<file path="src/rtl/magnitude_compare_seq_if.sv">
`default_nettype none
// ============================================================================
//  Module      : magnitude_compare_seq_if
//  Description : Request/response bundle for the sequential magnitude
//                comparator: start/operands in, busy/done/result flags out.
//  Revision    : 1.0 - initial release
// ============================================================================
interface magnitude_compare_seq_if #(
    parameter int WIDTH = 8
);
    logic             start;
    logic [WIDTH-1:0] a;
    logic [WIDTH-1:0] b;
    logic             busy;
    logic             done;
    logic             a_gt_b;
    logic             a_eq_b;
    logic             a_lt_b;

    // Requesting logic drives operands and start, observes status and result
    modport master (
        output start, a, b,
        input  busy, done, a_gt_b, a_eq_b, a_lt_b
    );

    // Comparator consumes the request and returns status and result
    modport slave (
        input  start, a, b,
        output busy, done, a_gt_b, a_eq_b, a_lt_b
    );
endinterface
`default_nettype wire

</file>
<file path="src/rtl/magnitude_compare_seq.sv">
`default_nettype none
// ============================================================================
//  Module      : magnitude_compare_seq
//  Description : Compares two WIDTH-bit unsigned operands two bits per cycle,
//                MSB slice first, stopping at the first unequal slice.
//  Revision    : 1.0 - initial release
// ============================================================================
module magnitude_compare_seq #(
    parameter int WIDTH = 8
) (
    input  wire logic              clk,
    input  wire logic              rst_n,
    magnitude_compare_seq_if.slave bus
);
    localparam int c_N     = WIDTH / 2;
    localparam int c_IDX_W = (c_N > 1) ? $clog2(c_N) : 1;
    localparam logic [c_IDX_W-1:0] c_LAST = c_IDX_W'(c_N - 1);
    localparam logic [c_IDX_W-1:0] c_ONE  = c_IDX_W'(1);

    typedef enum logic [1:0] {
        S_IDLE    = 2'd0,
        S_COMPARE = 2'd1,
        S_DONE    = 2'd2
    } state_t;

    state_t             r_state;
    state_t             w_state_nxt;
    logic [WIDTH-1:0]   r_a;
    logic [WIDTH-1:0]   r_b;
    logic [c_IDX_W-1:0] r_idx;
    logic               r_gt;
    logic               r_eq;
    logic               r_lt;

    logic               w_accept;
    logic               w_last;
    logic [1:0]         w_a_sl;
    logic [1:0]         w_b_sl;

    // Requests are only taken while idle; anything else is dropped
    assign w_accept = (r_state == S_IDLE) && bus.start;
    assign w_last   = (r_idx == '0);

    // Current 2-bit slice: shift the operand down by twice the slice index
    assign w_a_sl = 2'(r_a >> {r_idx, 1'b0});
    assign w_b_sl = 2'(r_b >> {r_idx, 1'b0});

    // State register
    always_ff @(posedge clk) begin
        if (!rst_n) begin
            r_state <= S_IDLE;
        end else begin
            r_state <= w_state_nxt;
        end
    end

    // Next-state: leave COMPARE on the first unequal slice or the last slice
    always_comb begin
        w_state_nxt = r_state;
        case (r_state)
            S_IDLE: begin
                if (bus.start) begin
                    w_state_nxt = S_COMPARE;
                end
            end
            S_COMPARE: begin
                if ((w_a_sl != w_b_sl) || w_last) begin
                    w_state_nxt = S_DONE;
                end
            end
            S_DONE: begin
                w_state_nxt = S_IDLE;
            end
            default: begin
                w_state_nxt = S_IDLE;
            end
        endcase
    end

    // Operand capture, slice index walk and result flags
    always_ff @(posedge clk) begin
        if (!rst_n) begin
            r_a   <= '0;
            r_b   <= '0;
            r_idx <= '0;
            r_gt  <= 1'b0;
            r_eq  <= 1'b0;
            r_lt  <= 1'b0;
        end else if (w_accept) begin
            r_a   <= bus.a;
            r_b   <= bus.b;
            r_idx <= c_LAST;
            r_gt  <= 1'b0;
            r_eq  <= 1'b0;
            r_lt  <= 1'b0;
        end else if (r_state == S_COMPARE) begin
            if (w_a_sl > w_b_sl) begin
                r_gt <= 1'b1;
            end else if (w_a_sl < w_b_sl) begin
                r_lt <= 1'b1;
            end else if (w_last) begin
                r_eq <= 1'b1;
            end else begin
                r_idx <= r_idx - c_ONE;
            end
        end
    end

    // Status outputs are pure decodes of the state register
    assign bus.busy   = (r_state == S_COMPARE);
    assign bus.done   = (r_state == S_DONE);
    assign bus.a_gt_b = r_gt;
    assign bus.a_eq_b = r_eq;
    assign bus.a_lt_b = r_lt;
endmodule
`default_nettype wire

</file>
<file path="src/flat_wrapper.sv">
// flat-port wrapper written by rule: the top's interface ports become plain ports
module magnitude_compare_seq_flat 
#(
    parameter int WIDTH = 8
)
  (clk, rst_n, bus_start, bus_a, bus_b, bus_busy, bus_done, bus_a_gt_b, bus_a_eq_b, bus_a_lt_b);
  magnitude_compare_seq_if #(.WIDTH(WIDTH)) bus_i ();
  input  wire logic clk;
  input  wire logic rst_n;
  input wire logic [$bits(bus_i.start)-1:0] bus_start;
  input wire logic [$bits(bus_i.a)-1:0] bus_a;
  input wire logic [$bits(bus_i.b)-1:0] bus_b;
  output wire logic [$bits(bus_i.busy)-1:0] bus_busy;
  output wire logic [$bits(bus_i.done)-1:0] bus_done;
  output wire logic [$bits(bus_i.a_gt_b)-1:0] bus_a_gt_b;
  output wire logic [$bits(bus_i.a_eq_b)-1:0] bus_a_eq_b;
  output wire logic [$bits(bus_i.a_lt_b)-1:0] bus_a_lt_b;
  assign bus_i.start = bus_start;
  assign bus_i.a = bus_a;
  assign bus_i.b = bus_b;
  assign bus_busy = bus_i.busy;
  assign bus_done = bus_i.done;
  assign bus_a_gt_b = bus_i.a_gt_b;
  assign bus_a_eq_b = bus_i.a_eq_b;
  assign bus_a_lt_b = bus_i.a_lt_b;
  magnitude_compare_seq #(.WIDTH(WIDTH)) u_core (.clk(clk), .rst_n(rst_n), .bus(bus_i));
endmodule
</file>
<file path="config.mk">
export PLATFORM = sky130hd
export DESIGN_NAME = magnitude_compare_seq_flat
export DESIGN_NICKNAME = d
export VERILOG_FILES = /design/src/rtl/magnitude_compare_seq_if.sv /design/src/rtl/magnitude_compare_seq.sv /design/src/flat_wrapper.sv
export SDC_FILE = /design/constraint.sdc
export NUM_CORES = 1
export LEC_CHECK = 0
export CAP_MARGIN = 20
export CORE_MARGIN = 3
export CORE_UTILIZATION = 45
export CTS_CLUSTER_SIZE = 8
export DETAILED_ROUTE_END_ITERATION = 8
export PLACE_DENSITY = 0.73
export REMOVE_ABC_BUFFERS = 1
export SLEW_MARGIN = 20
export SYNTH_ARGS = -nofsm -noshare
export SYNTH_HDL_FRONTEND = slang
export SYNTH_SLANG_ARGS = --single-unit
</file>
<file path="constraint.sdc">
create_clock -name clk -period 3.1 [get_ports clk]
set_clock_uncertainty 0.1 [all_clocks]
set_input_delay 0.62 -clock clk [delete_from_list [all_inputs] [get_ports clk]]
set_output_delay 0.62 -clock clk [all_outputs]
set_load 0.005 [all_outputs]
</file>
==> results of run 1 <==
[power by group through the flow]
| stage | logic (uW) | clock network [uW] | registers (uW) |
|---|---|---|---|
| detailed placement | 145 | 0 | 347 |
| CTS | 146 | 143 | 340 |
| global placement | 141 | 0 | 346 |
| global route | 163 | 157 | 343 |
| floorplan | 92.1 | 0 | 341 |
| finish | 145 | 138 | 339 |
[worst register-to-register path, cell delays in order, from the launching register on]
cell and delay [ps]:
dfxtp_1 540, mux4_2 560, ha_1 320, and4b_1 240, and3_1 190, o311a_1 280
[per-stage QoR]
stage	utilization, %	instance area (um^2)	setup slack, ps	power, uW	cells
2_1_floorplan	-	997	945	433	112
3_3_place_gp	60.9	1270	869	486	163
3_5_place_dp	60.9	1270	800	492	163
4_1_cts	62.3	1300	779	628	167
5_1_grt	62.3	1300	669	663	167
6_report	62.3	1300	782	622	167
[cell families (layout without fill, tap and decap cells)]
| logic type | count (synthesis) | in the layout |
|---|---|---|
| AND/OR/NAND/NOR | 47 | 47 |
| AO/OA/AOI/OAI | 25 | 25 |
| flip-flops | 23 | 23 |
| buffers and inverters | 15 | 38 |
| multiplexers | 4 | 4 |
| adder cells (fa/ha/maj) | 3 | 3 |
[sequential cells by signal, summed over array words and instances, names as in the netlist]
register and cells:
u_core.r_a 8, u_core.r_b 8, u_core.r_idx 2, u_core.r_state 2, u_core.bus.a_eq_b 1, u_core.bus.a_gt_b 1, u_core.bus.a_lt_b 1
[cells in the final DEF, fill, tap and decap left out, drive strengths merged, types with 2 or more instances in the layout]
| cell type | count |
|---|---|
| inv | 9 |
| clkbuf | 3 |
| a21oi | 19 |
| nand2b | 2 |
| clkinv | 2 |
| ha | 3 |
| nor2b | 2 |
| nor3 | 2 |
| and3 | 2 |
| nand2 | 34 |
| o211ai | 2 |
| mux4 | 4 |
| dfxtp | 23 |
| clkdlybuf4s50 | 23 |
[layout make-up]
type,count,area [um^2],share of cell area (%)
Clock buffer,3,22.5,1.74
Inverter,10,37.5,2.90
Sequential cell,23,460,35.5
Timing Repair Buffer,24,238,18.3
Tap cell,27,33.8,2.61
Multi-Input combinational cell,79,499,38.5
Clock inverter,1,5.00,0.386
[path summary, 6_finish.rpt]
path / from / end / slack, ps / depth (start not counted)
setup / recovery: u_core.r_idx[0] / u_core.r_idx[1] / 780 / 5
setup reg to reg: u_core.r_idx[0] / u_core.r_idx[1] / 780 / 5
hold / removal: u_core.bus.a_lt_b / u_core.bus.a_lt_b / 360 / 2
hold reg to reg: u_core.bus.a_lt_b / u_core.bus.a_lt_b / 360 / 2
[routing by layer]
layer / routed length [um] / vias up / track usage [%]
met5: 0 / - / 0
li1: - / 449 / -
met3: 141 / 6 / 4.16
met1: 849 / 391 / 17.9
met2: 990 / 27 / 28.3
met4: 56 / 0 / 10.4
==> flow_summary.json, run 1 <==
{
  "power.switching_uw": 177,
  "p_per_area_nw_per_um2": 480,
  "core_region_area_um2": 2080,
  "cts-resized-gates": 0,
  "clkTransAtPathRegs_ps": 120,
  "yosys.area.top_type": "dfxtp_1",
  "die_area_um2": 2930,
  "cp-start-kind": "register",
  "antenna_found_initial": 0,
  "synthMuxAreaShare_pct": 8.63,
  "placement_rows": 16,
  "cts_setup_buffers": 0,
  "area_growth_pct": 24.2,
  "gp_congestion": 0.860,
  "start_util_pct": 50.1,
  "cts_htree_levels": 1,
  "drt_iter0_drc": 9,
  "crit_fanout": 7,
  "cts_tree": "yes",
  "antenna_left": 0,
  "vias": 873,
  "synth_adder_area_share_pct": 3.60,
  "required_ps": 3220,
  "whs_ps": 357,
  "die_w_um": 54.2,
  "grt_pass1_vias": 874,
  "grt_max_degree": 19,
  "async_reset_ff_share_pct": 0,
  "fin_crit_sh_pct": 74.8,
  "tns_ps": 0,
  "ctsHoldBuffers": 0,
  "routed_via_density": 5.23,
  "status": "finished, final reports clean",
  "end_kind": "register",
  "cp_num_buf_inv": 0,
  "drc": 0,
  "p_leak_uw": 0.000490,
  "nFillCells": 183,
  "synthTopCellsByArea": "dfxtp_1, nand2_1, a21oi_1",
  "synth_cell_types": 26,
  "setup_viol": 0,
  "seq_power_share_pct": 54.6,
  "cp.arrival_ps": 2440,
  "crit_type": "register to register",
  "synth_edf_count": 0,
  "internal_power_uw": 444,
  "synth_top_area_share_pct": 44.1,
  "synth_compound_area_share_pct": 13.8,
  "grt_use_total_pct": 16.5,
  "synth_commonest_cells": "nand2_1, dfxtp_1, a21oi_1, inv_1, mux4_2",
  "slew-limit-headroom_pct": 61.2,
  "synth_simple_gate_area_share_pct": 21.8,
  "cts_buffer_depth": 2,
  "p_comb_share_pct": 23.3,
  "synth_xor_xnor_area_share_pct": 0,
  "wl_um": 2040,
  "ys_ff_latch": 23,
  "grt-ovfl-total": 0,
  "synthCells": 117,
  "crit_chain": "mux4_2 > ha_1 > and4b_1 > and3_1 > o311a_1",
  "io_pins": 24,
  "worst_pin_slew_ps": 581,
  "maxCapViolCount": 0,
  "port_buffers": 23,
  "switching_share_pct": 28.5,
  "fin_crit_ps": 2320,
  "hold_viol": 0,
  "ys.warnings.count": 0,
  "synth_top_family_by_area": "simple AND/OR/NAND/NOR gates",
  "pwr-share-clk_pct": 22.1,
  "layout-drive-gt1-share_pct": 7.86,
  "hold_class": "register to register",
  "ys_seq_area_share_pct": 44.1,
  "wl_per_cell_um": 12.2,
  "rsz0062_at_grt": "no",
  "cts_buffers": 3,
  "avgSynthCellArea_um2": 8.92,
  "die_h_um": 54.2,
  "root_buffer": "clkbuf_4",
  "first_pass_iters": 4,
  "clk_latency_ps": 310,
  "ys.flop_type": "dfxtp_1",
  "synth_area_um2": 1040,
  "synth_most_common_cell": "nand2_1",
  "max_freq_mhz": 431,
  "ir_worst_vdd_mv": 0.380,
  "nNetsFinal": 163,
  "dpl.hpwl_um": 1550,
  "drv_slew": 0,
  "grt_pass1_wl_um": 3480,
  "cts.sinks": 23,
  "crit_path_max_incr_delay_ps": 560,
  "cp_slowest_cell": "mux4_2",
  "antennaDiodeCount": 0,
  "cp_top_family": "multiplexers"
}
Note: power is estimated with default switching activity, not from simulation.
==> inputs of run 2 (changes only) <==
Settings changed: CORE_UTILIZATION 45 to 43.
Clock period 3.1 ns to 2.1 ns, I/O delays scaled along.
==> flow_summary.json, run 2 (same netlist as run 1, synthesis figures left out) <==
{
  "crit_path_max_incr_delay_ps": 500,
  "crit_type": "register to register",
  "wl_per_cell_um": 12.7,
  "ir_worst_vdd_mv": 0.659,
  "end_kind": "register",
  "antennaDiodeCount": 0,
  "crit_chain": "mux4_2 > inv_2 > ha_4 > and4b_1 > and3_4 > o311a_1",
  "p_leak_uw": 0.000516,
  "final_util_pct": 61.1,
  "root_buffer": "clkbuf_4",
  "crit_fanout": 4,
  "nFillCells": 217,
  "r2r_slack_ps": 40,
  "cp-start-kind": "register",
  "antenna_left": 0,
  "cp_num_buf_inv": 1,
  "cts_tree": "yes",
  "p_per_area_nw_per_um2": 704,
  "top_layer_used": "met4",
  "antenna_found_initial": 0,
  "clk_latency_ps": 310,
  "wl_met1_um": 894,
  "grt_max_degree": 19,
  "hold_viol": 0,
  "dpl.hpwl_um": 1650,
  "r2r_cells": 6,
  "vias": 890,
  "rsz0062_at_grt": "yes",
  "die_area_um2": 3050,
  "final_common_cell": "nand2_1",
  "area_growth_pct": 32.0,
  "cts_setup_buffers": 0,
  "first_pass_iters": 4,
  "cts.sinks": 23,
  "grt_pass1_vias": 844,
  "r2r_start": "u_core.r_idx[0]",
  "grt-ovfl-total": 0,
  "cp_top_family": "multiplexers",
  "grt_use_total_pct": 15.3,
  "cp.arrival_ps": 2170,
  "die_w_um": 55.3,
  "die_h_um": 55.3,
  "final_cell_mix": "nand2_1, clkdlybuf4s50_1, a21oi_1, dfxtp_1, inv_1",
  "hold_class": "register to register",
  "layout-drive-gt1-share_pct": 17.9,
  "dp_slack_ps": -102,
  "whs_ps": 365,
  "crit_start": "u_core.r_idx[0]",
  "met2_length_um": 1150,
  "worst_pin_slew_ps": 549,
  "setup_viol": 0,
  "max_freq_mhz": 485,
  "clkTransAtPathRegs_ps": 130,
  "placement_rows": 17,
  "routed_via_density": 5.14,
  "fin_crit_sh_pct": 98.2,
  "core_region_area_um2": 2250,
  "maxCapViolCount": 0,
  "setup_ws_ps": 37.6,
  "r2r_end": "u_core.r_idx[1]",
  "required_ps": 2210,
  "drt_iter0_drc": 20,
  "io_pins": 24,
  "start_util_pct": 46.3,
  "cp_slowest_cell": "mux4_2",
  "tns_ps": 0,
  "cts_buffer_depth": 2,
  "cp_num_cells": 6,
  "cts_buffers": 3,
  "drv_slew": 0,
  "drc": 0,
  "dr_wl_met3_um": 139,
  "cp-endpoint": "u_core.r_idx[1]",
  "status": "finished, final reports clean",
  "slew-limit-headroom_pct": 63.4,
  "grt_pass1_wl_um": 3820,
  "worstHoldStart": "u_core.bus.a_gt_b",
  "fin_total_pwr_uw": 969,
  "gp_congestion": 0.845,
  "port_buffers": 23,
  "cts_htree_levels": 1,
  "wl_um": 2190,
  "largest_registers": "u_core.r_a x8, u_core.r_b x8",
  "nNetsFinal": 168,
  "fin_crit_ps": 2060
}
==> run 2: cell types whose count changed in the layout (fill, tap and decap cells not counted) <==
cell / previous run / this run
inv_1: 9 / 7
and3_4: 0 / 1
a211oi_1: 1 / 0
buf_4: 1 / 6
dfxtp_4: 0 / 1
inv_2: 0 / 2
ha_1: 3 / 1
ha_4: 0 / 2
dfxtp_1: 23 / 19
and3_1: 2 / 1
dfxtp_2: 0 / 3
a211oi_2: 0 / 1
==> run 2: worst register-to-register path, delay by kind of cell (launching register included) <==
family,cells,cell delay (ps)
AND/OR/NAND/NOR,2,400
multiplexers,1,500
flip-flops,1,400
buffers and inverters,1,80
adder cells (fa/ha/maj),1,200
AO/OA/AOI/OAI,1,280
==> run 2: area by class of cell <==
| class | count | area, um^2 | area share [%] |
|---|---|---|---|
| Clock inverter | 1 | 5.00 | 0.363 |
| Sequential cell | 23 | 468 | 34.0 |
| Timing Repair Buffer | 29 | 275 | 20.0 |
| Inverter | 10 | 37.5 | 2.72 |
| Multi-Input combinational cell | 79 | 534 | 38.8 |
| Clock buffer | 3 | 22.5 | 1.63 |
| Tap cell | 28 | 35.0 | 2.54 |
==> run 2: per-layer routing <==
layer / up-vias / GRT usage, %
met4: 0 / 2.43
met5: - / 0
met1: 407 / 18.4
met3: 2 / 5.14
met2: 27 / 26.9
li1: 454 / -
==> run 2: repair_timing <==
action | 4_1_cts | 5_1_grt
endpoints found under the setup margin | 2 | 3
gates resized for setup | 8 | 3
hold buffers | 0 | 0
pin swaps | 1 | 2
==> run 2: metrics by stage <==
| stage | cells | instance area (um^2) |
|---|---|---|
| finish | 173 | 1380 |
| global route | 173 | 1380 |
| CTS | 173 | 1380 |
| detailed placement | 169 | 1310 |
| global placement | 169 | 1310 |
| floorplan | 112 | 997 |
==> run 2: worst min path at each step <==
stage	endpoint	cells past startpoint	slack [ps]
2_1_floorplan	u_core.r_a[3]	2	330
6_report	u_core.bus.a_gt_b	2	370
3_5_place_dp	u_core.bus.a_lt_b	2	350
5_1_grt	u_core.bus.a_eq_b	2	390
4_1_cts	u_core.bus.a_lt_b	2	370
3_3_place_gp	u_core.bus.a_eq_b	2	330
==> run 2: power by group <==
part	internal (uW)	switching [uW]	leakage, uW
clock	71.2	136	0.0000177
combinational	144	120	0.000308
sequential	472	26.0	0.000190
==> inputs of run 3 (changes only) <==
Settings changed: CORE_ASPECT_RATIO set to 1.4.
==> flow_summary.json, run 3 (same netlist as run 1, synthesis figures left out) <==
{
  "max_freq_mhz": 476,
  "gr-usage-met1_pct": 16.5,
  "grt_use_met2_pct": 24.5,
  "root_buffer": "clkbuf_4",
  "dp_slack_ps": -84.8,
  "worst_pin_slew_ps": 569,
  "antenna_left": 0,
  "clk_latency_ps": 300,
  "antenna_found_initial": 0,
  "die_w_um": 47.6,
  "vias": 864,
  "p_per_area_nw_per_um2": 699,
  "fin_crit_sh_pct": 100,
  "first_pass_iters": 4,
  "hold_viol": 0,
  "core_region_area_um2": 2250,
  "grt-ovfl-total": 0,
  "largest_registers": "u_core.r_a x8, u_core.r_b x8",
  "drc": 0,
  "die_area_um2": 3060,
  "grt_busiest_layer": "met2",
  "cts.sinks": 23,
  "routed_via_density": 5.14,
  "area_growth_pct": 32.6,
  "dpl.hpwl_um": 1570,
  "pwr-share-clk_pct": 20.3,
  "drt_iter0_drc": 6,
  "status": "complete, but fails checks",
  "r2r_end": "u_core.r_idx[1]",
  "cp-start-kind": "register",
  "hold_class": "register to register",
  "worstHoldStart": "u_core.bus.a_eq_b",
  "final_cells": 168,
  "cts_htree_levels": 1,
  "power.switching_uw": 274,
  "io_pins": 24,
  "wl_um": 2110,
  "placement_rows": 20,
  "grt_pass1_vias": 795,
  "r2r_slack_ps": -0.8,
  "p_leak_uw": 0.000521,
  "grt_use_total_pct": 14.3,
  "crit_fanout": 4,
  "hold_depth": 2,
  "start_util_pct": 46.3,
  "internal_power_uw": 693,
  "crit_type": "register to register",
  "clkTransAtPathRegs_ps": 120,
  "r2r_start": "u_core.r_idx[0]",
  "die_h_um": 64.3,
  "r2r_cells": 6,
  "slew-limit-headroom_pct": 62.0,
  "cts_buffer_depth": 2,
  "p_comb_share_pct": 28.4,
  "grt_pass1_wl_um": 3280,
  "place_inst": 163,
  "end_kind": "register",
  "setup_ws_ps": -0.818,
  "use_met3_pct": 3.66,
  "gp_congestion": 0.886,
  "setup_viol": 1,
  "port_buffers": 23,
  "drv_slew": 0,
  "cp.arrival_ps": 2200,
  "cts_buffers": 3,
  "nNetsFinal": 169,
  "ir_worst_vdd_mv": 0.453,
  "final_common_cell": "nand2_1",
  "holdPathEnd": "u_core.bus.a_eq_b",
  "cts_tree": "yes",
  "layout-drive-gt1-share_pct": 19.2,
  "maxCapViolCount": 0,
  "ctsHoldBuffers": 0,
  "seq_power_share_pct": 51.3,
  "fin_crit_ps": 2100,
  "switching_share_pct": 28.3,
  "required_ps": 2200,
  "grt_max_degree": 19,
  "rsz0062_at_grt": "yes",
  "violations": "negative setup slack",
  "final_cell_mix": "nand2_1, clkdlybuf4s50_1, dfxtp_1",
  "antennaDiodeCount": 0,
  "wl_per_cell_um": 12.6
}
[run 3: worst max-delay path by stage]
stage,from,slack [ps],to
after floorplan,u_core.r_idx[0],-50,u_core.r_idx[1]
final,u_core.r_idx[0],-0.8,u_core.r_idx[1]
after global routing,u_core.r_idx[0],-50,u_core.r_idx[1]
after CTS,u_core.r_idx[0],2,u_core.r_idx[1]
after detailed placement,u_core.r_idx[0],-80,u_core.r_idx[0]
after global placement,u_core.r_idx[0],-1,u_core.r_idx[1]
[run 3: timing repair]
item | in CTS | in global routing
gates resized for setup | 5 | 7
setup endpoints to repair | 3 | 4
cloned | 0 | 0
setup buffers | 0 | 1
[run 3: critical path, stage by stage (launching register included)]
cell and delay, ps:
dfxtp_4 400, mux4_2 500, inv_2 90, ha_4 200, and4b_2 240, and3_4 180, o311a_1 270
[run 3: layer usage]
| metal | part of all wire [%] | vias to the layer above |
|---|---|---|
| met3 | 3.9 | 0 |
| li1 | - | 456 |
| met5 | 0 | - |
| met2 | 55 | 19 |
| met4 | 0 | 0 |
| met1 | 41 | 389 |
[run 3: final cells by class]
cell class / instances / area (um^2)
fillers: 196 / 868
inverters: 10 / 37.5
well taps: 22 / 27.5
multi-input cells: 79 / 542
flip-flops and latches: 23 / 467
clock buffers: 3 / 22.5
repair buffers: 30 / 283
clock inverters: 1 / 5.00
[run 3: power by group through the flow]
stage	clock [uW]	combinational, uW	sequential [uW]
6_report	196	275	496
2_1_floorplan	0	136	503
4_1_cts	202	252	496
5_1_grt	224	306	501
3_3_place_gp	0	236	504
3_5_place_dp	0	242	505
[run 3: through the flow]
step | setup TNS, ps | total power, uW | util, % | cell area (um^2) | hold WS, ps
floorplan | -54.6 | 639 | - | 997 | 333
finish | -0.818 | 968 | 61.4 | 1380 | 353
detailed placement | -207 | 748 | 57.7 | 1300 | 337
CTS | 0 | 950 | 59.9 | 1350 | 356
global placement | -1.05 | 739 | 57.7 | 1300 | 332
global route | -107 | 1030 | 61.4 | 1380 | 367
